**src/rtl/gpu_texcache_pkg.sv**
```systemverilog
// Shared types and helpers for the texture-cache refill engine.
// Lookup addresses count 16-bit words; cache/VRAM addresses count 64-bit words.
package gpu_texcache_pkg;

    localparam int WORD_ADR_W = 17;
    localparam int LOOK_ADR_W = 19;

    typedef enum logic [1:0] {
        IDLE = 2'd0,
        REQ  = 2'd1,
        DATA = 2'd2,
        COOL = 2'd3
    } fillState_t;

    // Four 16-bit lookup words share one 64-bit cache word.
    function automatic logic [WORD_ADR_W-1:0] lineOf(input logic [LOOK_ADR_W-1:0] adr);
        return adr[LOOK_ADR_W-1:2];
    endfunction

endpackage

```
**src/rtl/gpu_texcache_filler_miss_arb.sv**
```systemverilog
// Pending-miss latches for cache ports A/B, base comparison and round-robin grant.
// Grants are only meaningful in a sample cycle (IDLE or end of cool-down).
module texcache_miss_arb
    import gpu_texcache_pkg::*;
#(
    parameter int BURST_LEN = 4
) (
    input  logic        i_clk,
    input  logic        i_nrst,
    input  logic        isMissA,
    input  logic [16:0] lineA,
    input  logic        isMissB,
    input  logic [16:0] lineB,
    input  logic        sample,
    input  logic        watch,
    input  logic        launch,
    input  logic        clear,
    input  logic [16:0] curBase,
    output logic        anyReq,
    output logic [16:0] grantBase
);

    localparam logic [16:0] LOW_MASK = 17'(BURST_LEN - 1);

    logic        pendA, pendB;
    logic        gntA, gntB;
    logic        preferB;
    logic [16:0] baseA, baseB;
    logic [16:0] newBaseA, newBaseB;
    logic [16:0] effBaseA, effBaseB;
    logic        effA, effB;
    logic        grantA, grantB, tie;

    assign newBaseA = lineA & ~LOW_MASK;
    assign newBaseB = lineB & ~LOW_MASK;

    // A latched pend keeps its original base even if the port misses again.
    assign effA     = pendA | (sample & isMissA);
    assign effB     = pendB | (sample & isMissB);
    assign effBaseA = pendA ? baseA : newBaseA;
    assign effBaseB = pendB ? baseB : newBaseB;
    assign anyReq   = effA | effB;

    always_comb begin
        grantA = 1'b0;
        grantB = 1'b0;
        tie    = 1'b0;
        if (effA && effB) begin
            if (effBaseA == effBaseB) begin
                grantA = 1'b1;
                grantB = 1'b1;
            end else begin
                tie    = 1'b1;
                grantA = !preferB;
                grantB = preferB;
            end
        end else begin
            grantA = effA;
            grantB = effB;
        end
        grantBase = grantA ? effBaseA : effBaseB;
    end

    always_ff @(posedge i_clk or negedge i_nrst) begin
        if (!i_nrst) begin
            pendA   <= 1'b0;
            pendB   <= 1'b0;
            baseA   <= '0;
            baseB   <= '0;
            gntA    <= 1'b0;
            gntB    <= 1'b0;
            preferB <= 1'b0;
        end else begin
            if (sample) begin
                pendA <= effA;
                pendB <= effB;
                baseA <= effBaseA;
                baseB <= effBaseB;
            end else if (watch) begin
                // A miss on the line being fetched is already covered by this burst.
                if (!gntA && isMissA && !pendA && (newBaseA != curBase)) begin
                    pendA <= 1'b1;
                    baseA <= newBaseA;
                end
                if (!gntB && isMissB && !pendB && (newBaseB != curBase)) begin
                    pendB <= 1'b1;
                    baseB <= newBaseB;
                end
            end
            if (launch) begin
                gntA <= grantA;
                gntB <= grantB;
                if (tie) preferB <= grantA;
            end
            if (clear) begin
                if (gntA) pendA <= 1'b0;
                if (gntB) pendB <= 1'b0;
            end
        end
    end

endmodule

```
**src/rtl/gpu_texcache_filler.sv**
```systemverilog
// Texture-cache refill engine: one aligned VRAM burst per missed line, beats
// written back through the cache write port, then a short miss-ignore cool-down.
module gpu_texcache_filler
    import gpu_texcache_pkg::*;
#(
    parameter int BURST_LEN = 4,
    parameter int COOLDOWN  = 2
) (
    input  logic        i_clk,
    input  logic        i_nrst,
    input  logic        i_isMissA,
    input  logic [18:0] i_adressLookA,
    input  logic        i_isMissB,
    input  logic [18:0] i_adressLookB,
    output logic        o_memRequ,
    output logic [16:0] o_memAdr,
    input  logic        i_memAck,
    input  logic        i_memValid,
    input  logic [63:0] i_memData,
    output logic        o_write,
    output logic [16:0] o_adressOut,
    output logic [63:0] o_dataOut,
    output logic        o_busy
);

    localparam int          BW       = $clog2(BURST_LEN + 1);
    localparam int          CW       = (COOLDOWN < 1) ? 1 : $clog2(COOLDOWN + 1);
    localparam logic [16:0] LOW_MASK = 17'(BURST_LEN - 1);

    fillState_t  state, nextState;
    logic [16:0] curBase;
    logic [BW-1:0] beatCnt;
    logic [CW-1:0] coolCnt;
    logic        sample, launch, clear, watch;
    logic        anyReq;
    logic [16:0] grantBase;
    logic        beatTake;
    logic        coolDone;
    logic [16:0] beatAdr;

    texcache_miss_arb #(.BURST_LEN(BURST_LEN)) u_arb (
        .i_clk     (i_clk),
        .i_nrst    (i_nrst),
        .isMissA   (i_isMissA),
        .lineA     (lineOf(i_adressLookA)),
        .isMissB   (i_isMissB),
        .lineB     (lineOf(i_adressLookB)),
        .sample    (sample),
        .watch     (watch),
        .launch    (launch),
        .clear     (clear),
        .curBase   (curBase),
        .anyReq    (anyReq),
        .grantBase (grantBase)
    );

    // Request handshake: o_memRequ/o_memAdr hold from REQ entry until i_memAck is
    // sampled high; then every i_memValid cycle in DATA is one beat (no backpressure).
    assign watch    = (state == REQ) || (state == DATA);
    assign beatTake = (state == DATA) && i_memValid;
    assign coolDone = (coolCnt == CW'(COOLDOWN));

    // Only the in-line offset advances, so a burst never carries into the next line.
    assign beatAdr = (curBase & ~LOW_MASK) | ((curBase + 17'(beatCnt)) & LOW_MASK);

    always_comb begin
        nextState = state;
        sample    = 1'b0;
        launch    = 1'b0;
        clear     = 1'b0;
        unique case (state)
            IDLE: begin
                sample = 1'b1;
                if (anyReq) begin
                    nextState = REQ;
                    launch    = 1'b1;
                end
            end
            REQ: begin
                if (i_memAck) begin
                    nextState = DATA;
                    clear     = 1'b1;
                end
            end
            DATA: begin
                if (beatTake && (beatCnt == BW'(BURST_LEN - 1))) nextState = COOL;
            end
            COOL: begin
                if (coolDone) begin
                    sample = 1'b1;
                    if (anyReq) begin
                        nextState = REQ;
                        launch    = 1'b1;
                    end else begin
                        nextState = IDLE;
                    end
                end
            end
            default: nextState = IDLE;
        endcase
    end

    always_ff @(posedge i_clk or negedge i_nrst) begin
        if (!i_nrst) begin
            state       <= IDLE;
            curBase     <= '0;
            beatCnt     <= '0;
            coolCnt     <= '0;
            o_write     <= 1'b0;
            o_adressOut <= '0;
            o_dataOut   <= '0;
        end else begin
            state   <= nextState;
            o_write <= beatTake;
            if (launch) curBase <= grantBase;
            if (clear) begin
                beatCnt <= '0;
            end else if (beatTake) begin
                beatCnt <= beatCnt + BW'(1);
            end
            if ((state == COOL) && !coolDone) begin
                coolCnt <= coolCnt + CW'(1);
            end else begin
                coolCnt <= '0;
            end
            if (beatTake) begin
                o_adressOut <= beatAdr;
                o_dataOut   <= i_memData;
            end
        end
    end

    assign o_memRequ = (state == REQ);
    assign o_memAdr  = curBase;
    assign o_busy    = (state != IDLE);

endmodule

```
**config.mk**
```make
export PLATFORM = sky130hd
export DESIGN_NAME = gpu_texcache_filler
export DESIGN_NICKNAME = d
export VERILOG_FILES = /design/src/rtl/gpu_texcache_pkg.sv /design/src/rtl/gpu_texcache_filler_miss_arb.sv /design/src/rtl/gpu_texcache_filler.sv
export SDC_FILE = /design/constraint.sdc
export NUM_CORES = 1
export LEC_CHECK = 0
export ABC_AREA = 1
export CORE_MARGIN = 2
export CORE_UTILIZATION = 42
export DETAILED_ROUTE_END_ITERATION = 8
export PLACE_DENSITY = 0.71
export SLEW_MARGIN = 10
export SYNTH_ARGS = -nofsm -noshare
export SYNTH_HDL_FRONTEND = slang
export SYNTH_SLANG_ARGS = --single-unit
```
**constraint.sdc**
```tcl
create_clock -name i_clk -period 3.98 [get_ports i_clk]
set_input_delay 0.796 -clock i_clk [delete_from_list [all_inputs] [get_ports i_clk]]
set_output_delay 0.796 -clock i_clk [all_outputs]
set_load 0.05 [all_outputs]
```
==> flow_summary.ini <==
[cts]
cts-root-buf = clkbuf_16
cts_tree = built
cts_setup_buffers = 0
ctsResizeCount = 0
clockBufferDepth = 2
clock_sinks = 145
cts_hold_buf = 0
h-tree-depth = 4
clock_latency_ps = 430
numCtsBuffers = 17
clkTransAtPathRegs_ps = 60

[global_routing]
first_global_vias = 7218
antenna_found_initial = 0
grt_max_degree = 76
grt_use_total_pct = 26.3
grt_overflow = 0
grt_pass1_wl_um = 40300

[setup_path]
cp_slowest_cell = dfrtp_1
critPathMaxStageDelay_ps = 740
path_common_cell = nand2_1
ff2ff_path_depth = 14
path_depth = 14
cp-end-kind = flip-flop
path_buf_inv = 1
crit_fanout = 24
cp-start-kind = flip-flop
crit_required_ps = 4350
worstSetupPathType = reg -> reg
path_cells = inv_2 > nand2_1 > nand2_1 > nand2_1 > nand2_1 > nor2_1 > nand2_1 > nor2_1 > nand2_2 > nand2_4 > nand2_4 > nand2_1 > nand3_1 > nand2_1
arrival_ps = 3200
cpLargestDelayFamily = simple AND/OR/NAND/NOR gates

[timing]
period_share_pct = 71.1
setup-violations-final = 0
hold_viol = 0
worst_pin_slew_ps = 725
maxSlewViolCount = 0
fin_skew_ps = 10.8
post-route-min-period_ps = 2830
maxSlewHeadroom_pct = 51.6
setup_slack_ps = 1150
fin_tns_setup_ps = 0
rsz0062_at_grt = false
max_clock_freq_ghz = 0.353

[run]
cap_violations = 0

[route]
num_vias = 7769
avgRoutedWirePerCell_um = 16.9
maxUsedRoutingLayer = met4
met3_length_um = 2480
dr_wl_met2_um = 11600
drc = 0
drt_iter0_markers = 682
vias_per_cell = 5.16
wl_met1_um = 10600
ant_nets = 0
drt-pass1-iter-count = 6
routed_wl_um = 25500

[power]
p_sw_share_pct = 50.8
ir_worst_vdd_uv = 554
leakagePower_nw = 5.38
p_total_mw = 10.3
p_int_mw = 5.07
clkPwrFrac_pct = 17.0
p_sw_mw = 5.24
pwr_density_cell_nw_per_um2 = 982
combPwrFrac_pct = 57.1
seq_power_share_pct = 25.9

[yosys]
yosysTopAreaCell = dfrtp_1
synth_fa_ha_area_share_pct = 1.29
synth_xor_xnor_area_share_pct = 1.02
synth-simple-area-share_pct = 35.8
yosysTopAreaCellShare_pct = 46.9
synth_area_um2 = 7740
synth_ff_type = dfrtp_1
syn_nets = 1208
synth_edf_count = 0
synth_compound_area_share_pct = 6.10
yosys-mux-area-fraction_pct = 0
synth.yosys.warnings = 0
synth-seq-area-share_pct = 46.9
yosys-top-cells-area = dfrtp_1 (47%), nand2_1 (25%), nand3_1 (7.3%)
ys_types = 31
synth-seq-cells = 145
synthCells = 1092
synth_top_family_by_area = simple AND/OR/NAND/NOR gates
synthArstFlopShare_pct = 100
syn_area_per_cell_um2 = 7.08

[cells_and_area]
final_cells = 1507
layout-drive-gt1-share_pct = 4.77
final_cell_mix = nand2_1 (523), clkdlybuf4s50_1 (199), dfrtp_1 (145), nand3_1 (113), inv_1 (89)
nFillCells = 1673
antennaDiodeCount = 0
syn2layout_area_growth_pct = 35.7
final_core_util_pct = 58.2
fin_nets = 1381
final_common_cell = nand2_1

[worst_hold_path]
hp-class = in -> async

[place]
io_buffer_count = 200
pre_cts_ws_ps = 915
gp_congestion = 0.959
dp.cells = 1475
dp_hpwl_um = 18200

[floorplanning]
die_h_um = 140
die_area_um2 = 19500
core_um2 = 18000
start_util_pct = 42.9
io-pin-count = 209
num_rows = 49
fp.dieW_um = 140

[run_status]
status = finished clean
## synth_stat cells, types with 2 or more instances
master	count
inv_1	89
o21ai_0	42
nor2_1	39
nand2_1	524
inv_2	4
buf_2	14
o21ai_1	8
a21oi_1	18
buf_6	2
buf_1	3
o2111ai_1	2
nand3_1	113
dfrtp_1	145
nand2_4	2
nand4_1	3
clkbuf_1	27
xor2_1	4
o22ai_1	13
ha_1	8
xnor2_1	5
buf_4	17
## routing by layer
layer  global-route usage, %  vias up
li1                        -     3751
met5                       0        -
met4                    10.1        0
met1                    36.8     3520
met2                    41.0      438
met3                    4.61       60
## kinds of logic (layout without fill, tap and decap cells)
family,count (synthesis),after routing
AO/OA/AOI/OAI,87,87
AND/OR/NAND/NOR,686,686
flip-flops,145,145
XOR/XNOR,9,9
adder cells (fa/ha/maj),8,8
buffers and inverters,157,343
## metrics by stage
step	hold WS (ps)	cell area (um2)
global placement	411	9850
global route	437	10500
finish	396	10500
detailed placement	415	9850
floorplan	401	7740
CTS	423	10500
## flip-flops by register name, summed over array words and instances, names as in the netlist
name           flops
o_adressOut       17
u_arb.baseB       17
u_arb.gntB         1
u_arb.pendA        1
o_write            1
u_arb.gntA         1
u_arb.preferB      1
o_dataOut         64
u_arb.pendB        1
state              2
u_arb.baseA       17
coolCnt            2
o_memAdr          17
beatCnt            3
## power by group through the flow
stage          clock [mW]  sequential (mW)  combinational (mW)
2_1_floorplan           0             3.90                2.74
3_3_place_gp            0             2.65                5.79
3_5_place_dp            0             2.68                5.86
4_1_cts              1.78             2.66                5.88
5_1_grt              1.84             2.74                6.36
6_report             1.75             2.67                5.89
## area by class of cell
type | instances | area [um2] | area share (%)
Inverter | 94 | 353 | 3.36
Multi-Input combinational cell | 790 | 3430 | 32.7
Tap cell | 229 | 287 | 2.73
Timing Repair Buffer | 217 | 2160 | 20.5
Sequential cell | 145 | 3630 | 34.6
Clock inverter | 14 | 203 | 1.93
Clock buffer | 18 | 439 | 4.18
## worst reg2reg max path, cell delays in order, from the launching register on
cell	delay, ps
dfrtp_1	740
inv_2	390
nand2_1	170
nand2_1	90
nand2_1	60
nand2_1	40
nor2_1	160
nand2_1	110
nor2_1	140
nand2_2	100
nand2_4	240
nand2_4	240
nand2_1	130
nand3_1	90
nand2_1	80
## worst paths after layout
path                            slack, ps        start              to
worst max-delay path                 1150  u_arb.pendA     o_memAdr[6]
worst max register to register       1150  u_arb.pendA     o_memAdr[6]
max in group asynchronous            2790       i_nrst  u_arb.baseA[8]
worst min register to register        420   coolCnt[0]      coolCnt[0]
min in group i_clk                    420   coolCnt[0]      coolCnt[0]
worst min-delay path                  400       i_nrst   o_dataOut[63]
No activity file was read; power rests on OpenSTA's default activity.
